### src/rtl/tdm_demux_pkg.sv
// Shared types and constants for the four-lane TDM demultiplexer.
package tdm_demux_pkg;
  localparam int LANES     = 4;
  localparam int ERR_LIMIT = 3;

  typedef logic [1:0] slot_t;
  typedef enum logic {HUNT = 1'b0, LOCKED = 1'b1} state_t;
endpackage

### src/rtl/tdm_slot_ctr.sv
// Slot counter: clears on rst/clr, loads 1 on a sync beat, increments per beat.
module tdm_slot_ctr
  import tdm_demux_pkg::*;
(
  input  logic  clk,
  input  logic  rst,
  input  logic  clr_i,
  input  logic  load_i,
  input  logic  inc_i,
  output slot_t slot_o,
  output logic  wrap_o
);
  slot_t slot_q;

  always_ff @(posedge clk) begin
    if (rst || clr_i)  slot_q <= '0;
    else if (load_i)   slot_q <= slot_t'(1);
    else if (inc_i)    slot_q <= slot_q + slot_t'(1);
  end

  assign slot_o = slot_q;
  // Wrap marks the slot-3 beat that completes a frame.
  assign wrap_o = inc_i && !load_i && (slot_q == slot_t'(3));
endmodule

### src/rtl/tdm_demux4.sv
// Four-lane TDM demultiplexer: steers slot k of a framed beat stream to lane k.
// Optional realign checking is enabled by defining TDM_DEMUX_SYNC_CHECK_EN.
module tdm_demux4
  import tdm_demux_pkg::*;
#(
  parameter int WIDTH = 8
) (
  input  logic             clk,
  input  logic             rst,
  input  logic [WIDTH-1:0] din,
  input  logic             din_valid,
  input  logic             frame_sync,
  output logic [WIDTH-1:0] dout0,
  output logic [WIDTH-1:0] dout1,
  output logic [WIDTH-1:0] dout2,
  output logic [WIDTH-1:0] dout3,
  output logic [3:0]       lane_valid,
  output logic             frame_done,
  output logic             locked,
  output logic             sync_err
);
  state_t                       state_q, state_d;
  logic [LANES-1:0][WIDTH-1:0]  dout_q;
  logic [LANES-1:0]             lane_valid_q;
  logic                         frame_done_q;
  slot_t                        slot, wr_lane;
  logic                         wr_en, load, inc, clr, wrap;
`ifdef TDM_DEMUX_SYNC_CHECK_EN
  logic [1:0]                   err_cnt_q, err_cnt_d;
  logic                         sync_err_q, sync_err_d;
`endif

  tdm_slot_ctr u_slot (
    .clk    (clk),
    .rst    (rst),
    .clr_i  (clr),
    .load_i (load),
    .inc_i  (inc),
    .slot_o (slot),
    .wrap_o (wrap)
  );

  always_comb begin
    state_d = state_q;
    wr_en   = 1'b0;
    wr_lane = '0;
    load    = 1'b0;
    inc     = 1'b0;
    clr     = 1'b0;
`ifdef TDM_DEMUX_SYNC_CHECK_EN
    err_cnt_d  = err_cnt_q;
    sync_err_d = 1'b0;
`endif
    if (din_valid) begin
      if (state_q == HUNT) begin
        if (frame_sync) begin
          wr_en   = 1'b1;
          load    = 1'b1;
          state_d = LOCKED;
`ifdef TDM_DEMUX_SYNC_CHECK_EN
          err_cnt_d = '0;
`endif
        end
      end else if (frame_sync && slot != slot_t'(0)) begin
        // Realign: sync seen mid-frame restarts at slot 0.
`ifdef TDM_DEMUX_SYNC_CHECK_EN
        sync_err_d = 1'b1;
        if (err_cnt_q == 2'(ERR_LIMIT - 1)) begin
          clr       = 1'b1;
          state_d   = HUNT;
          err_cnt_d = '0;
        end else begin
          wr_en     = 1'b1;
          load      = 1'b1;
          err_cnt_d = err_cnt_q + 2'd1;
        end
`else
        wr_en = 1'b1;
        load  = 1'b1;
`endif
      end else begin
        wr_en   = 1'b1;
        wr_lane = slot;
        inc     = 1'b1;
`ifdef TDM_DEMUX_SYNC_CHECK_EN
        if (slot == slot_t'(3)) err_cnt_d = '0;
`endif
      end
    end
  end

  always_ff @(posedge clk) begin
    if (rst) begin
      state_q      <= HUNT;
      dout_q       <= '0;
      lane_valid_q <= '0;
      frame_done_q <= 1'b0;
`ifdef TDM_DEMUX_SYNC_CHECK_EN
      err_cnt_q    <= '0;
      sync_err_q   <= 1'b0;
`endif
    end else begin
      state_q      <= state_d;
      lane_valid_q <= wr_en ? (LANES'(1) << wr_lane) : '0;
      frame_done_q <= wrap;
      if (wr_en) dout_q[wr_lane] <= din;
`ifdef TDM_DEMUX_SYNC_CHECK_EN
      err_cnt_q    <= err_cnt_d;
      sync_err_q   <= sync_err_d;
`endif
    end
  end

  assign dout0      = dout_q[0];
  assign dout1      = dout_q[1];
  assign dout2      = dout_q[2];
  assign dout3      = dout_q[3];
  assign lane_valid = lane_valid_q;
  assign frame_done = frame_done_q;
  assign locked     = (state_q == LOCKED);
`ifdef TDM_DEMUX_SYNC_CHECK_EN
  assign sync_err   = sync_err_q;
`else
  assign sync_err   = 1'b0;
`endif
endmodule
### config.mk
export PLATFORM = sky130hd
export DESIGN_NAME = tdm_demux4
export DESIGN_NICKNAME = d
export VERILOG_FILES = /design/src/rtl/tdm_demux_pkg.sv /design/src/rtl/tdm_slot_ctr.sv /design/src/rtl/tdm_demux4.sv
export SDC_FILE = /design/constraint.sdc
export NUM_CORES = 1
export LEC_CHECK = 0
export CAP_MARGIN = 30
export CORE_MARGIN = 5
export CORE_UTILIZATION = 45
export DETAILED_ROUTE_END_ITERATION = 8
export HOLD_SLACK_MARGIN = 0.05
export PLACE_DENSITY = 0.8
export SLEW_MARGIN = 20
export SYNTH_ARGS = -nofsm -noshare
export SYNTH_HDL_FRONTEND = slang
export SYNTH_HIERARCHICAL = 1
export SYNTH_SLANG_ARGS = --single-unit
### constraint.sdc
create_clock -name clk -period 1.75 [get_ports clk]
set_input_delay 0.35 -clock clk [delete_from_list [all_inputs] [get_ports clk]]
set_output_delay 0.35 -clock clk [all_outputs]
set_load 0.005 [all_outputs]
==> results.ini <==
[synthesis]
synth_top_family_by_area=simple AND/OR/NAND/NOR gates
synth-seq-cells=40
synth_xor_area_frac=0.005439
ys.flop_type=dfxtp_1
synthSimpleGateAreaFrac=0.2253
async_flop_share=0
synth-edff-count=0
syn_inst=149
ys_warn_count=6
synthMuxAreaShare=0.2051
synth_compound_area_frac=0.02409
avgSynthCellArea_um2=10.81
synth_cell_types=21
synthAdderAreaFrac=0.007770
yosysSeqAreaShare=0.4973
netlist_area_mm2=0.001610

[run_status]
status=completed

[timing]
min_period_ns=1.601
fin_crit_sh=0.9147
rsz0062_at_grt=false
fmax_mhz=624.7
skew_ns=0.008643
setup_viol=0
drv_slew=0
final.setup.worst_slack_ns=0.1493
finalHoldViolations=0

[pwr]
power_density_mw_per_mm2=737.6
p_leak_nw=0.9870
p_int_mw=1.323
peakVddDrop_mv=0.5100
pwr-share-comb=0.094
power_frac_clock=0.345
p_sw_frac=0.2099
p_total_mw=1.674
power_switching_uw=351.4
seq_power_share=0.560

[critical_path]
cp_slowest_cell=clkdlybuf4s50_1
crit_family=buffers and inverters
end_kind=output port
max_stage_delay_ns=0.52
cp.required_ns=1.40
arrival_ns=1.25
start_kind=flip-flop
ff2ff_setup_slack_ns=0.26
cp_max_fo=4
crit_chain=clkdlybuf4s50_1
cp.buffers_inverters=1
path_class=reg2out

[grt]
first_global_vias=1187
antenna_found_initial=0
grt_overflow_total=0
grt_max_degree=49
grt.total_usage=0.1352
grt_pass1_wl_mm=5.347

[floorplanning]
core_mm2=0.003390
ioPinCount=51
die_w_um=69.82
num_rows=21
die_area_mm2=0.004875
initial_utilization=0.4751
die_h_um=69.82

[clock_tree]
clk_latency_ns=0.34
post_cts_resized=0
clock_path_buffers=2
post_cts_buffers=0
cts_max_level=2
cts_sinks=40
cts_tree=yes
clkTransAtPathRegs_ns=0.11
cts_root_buffer=clkbuf_4
cts_buffers=5
hold_buffers=0

[placement]
routabilityCongestion=0.7376
hpwlAfterDp_mm=2.430
io_buffers=49
preCtsSetupSlack_ns=-0.1617

[final_layout]
n_antenna_cell=0
layout-drive-gt1-share=0.1010
layout_commonest_cell=clkdlybuf4s50_1
final_cell_mix=clkdlybuf4s50_1, nand2b_1, dfxtp_1, mux2i_1
nets=220
synthToLayoutAreaGrowth_pct=40.95

[route]
drt-total-wl_mm=3.274
routed_via_density=4.634
drc_errors=0
wl_per_cell_um=12.89
first_iter_violations=33
dr.pass1.iters=2
ant_nets=0
routed-via-count=1177

[run]
maxCapViolations=0

[hold_path]
holdCritPathClass=reg2reg

-- synthesized netlist by cell type (all sizes together), types with 2 or more instances --
master  count  share of area
nor2        8          0.019
mux2i      33           0.21
or4b        2          0.012
dfxtp      40           0.50
nand2       3         0.0086
nand2b     40           0.16
clkbuf      6          0.014
o21a        2         0.0093
buf         3          0.019
a21oi       3         0.0093
-- worst register-to-register path: stages, from the launching register on --
cell,delay (ns)
dfxtp_1,0.39
or2_2,0.35
a21oi_1,0.33
mux2i_1,0.26
nor4_2,0.05
-- final timing paths --
path | start | endpoint | cells past startpoint
setup / recovery | locked | locked | 1
hold / removal | dout0[3] | dout0[3] | 2
setup reg to reg | u_slot/slot_o[1] | u_slot/slot_o[1] | 4
hold reg to reg | dout0[3] | dout0[3] | 2
-- power by group through the flow --
stage / sequential (mW) / combinational, mW / clock [mW]
final: 0.938 / 0.158 / 0.578
after global routing: 0.941 / 0.170 / 0.630
after CTS: 0.938 / 0.160 / 0.597
after detailed placement: 0.959 / 0.159 / 0
after global placement: 0.958 / 0.157 / 0
after floorplan: 0.959 / 0.0733 / 0
-- routing by layer --
layer	wire, um	up-vias	track usage
li1	-	610	-
met1	1455	535	0.1492
met2	1638	27	0.2434
met3	127	5	0.02899
met4	53	0	0.06383
met5	0	-	0
-- per-stage QoR --
stage,hold WS [ns],utilization,area (um^2),instances,TNS [ns]
final,0.4775,0.6696,2270,254,0
after global routing,0.5063,0.6696,2270,254,0
after CTS,0.4823,0.6696,2270,254,0
after detailed placement,0.4615,0.6471,2193,246,-2.637
after global placement,0.4594,0.6471,2193,246,-1.755
after floorplan,0.4234,-,1618,151,0
-- state kept, by name, indices dropped and copies added (netlist names) --
name and cells:
lane_valid 4, locked 1, u_slot/slot_o 2, dout0 8, dout3 8, dout2 8
dout1 8, frame_done 1
-- layout make-up --
type | count | area (um^2)
sequential | 40 | 800.8
fill | 254 | 1120
multi-input combinational | 102 | 764.5
clock buffer | 6 | 41.29
clock inverter | 2 | 35.03
timing repair buffer | 58 | 570.5
tap | 46 | 57.56
-- cell families (layout without fill, tap and decap cells) --
family / after synthesis / count (layout)
fa+ha+maj: 1 / 1
xor+xnor: 1 / 1
buf+inv: 9 / 66
other cells: 1 / 3
compound gates: 6 / 6
simple gates: 58 / 58
mux: 33 / 33
flops: 40 / 40
Note: power is estimated with default switching activity, not from simulation.
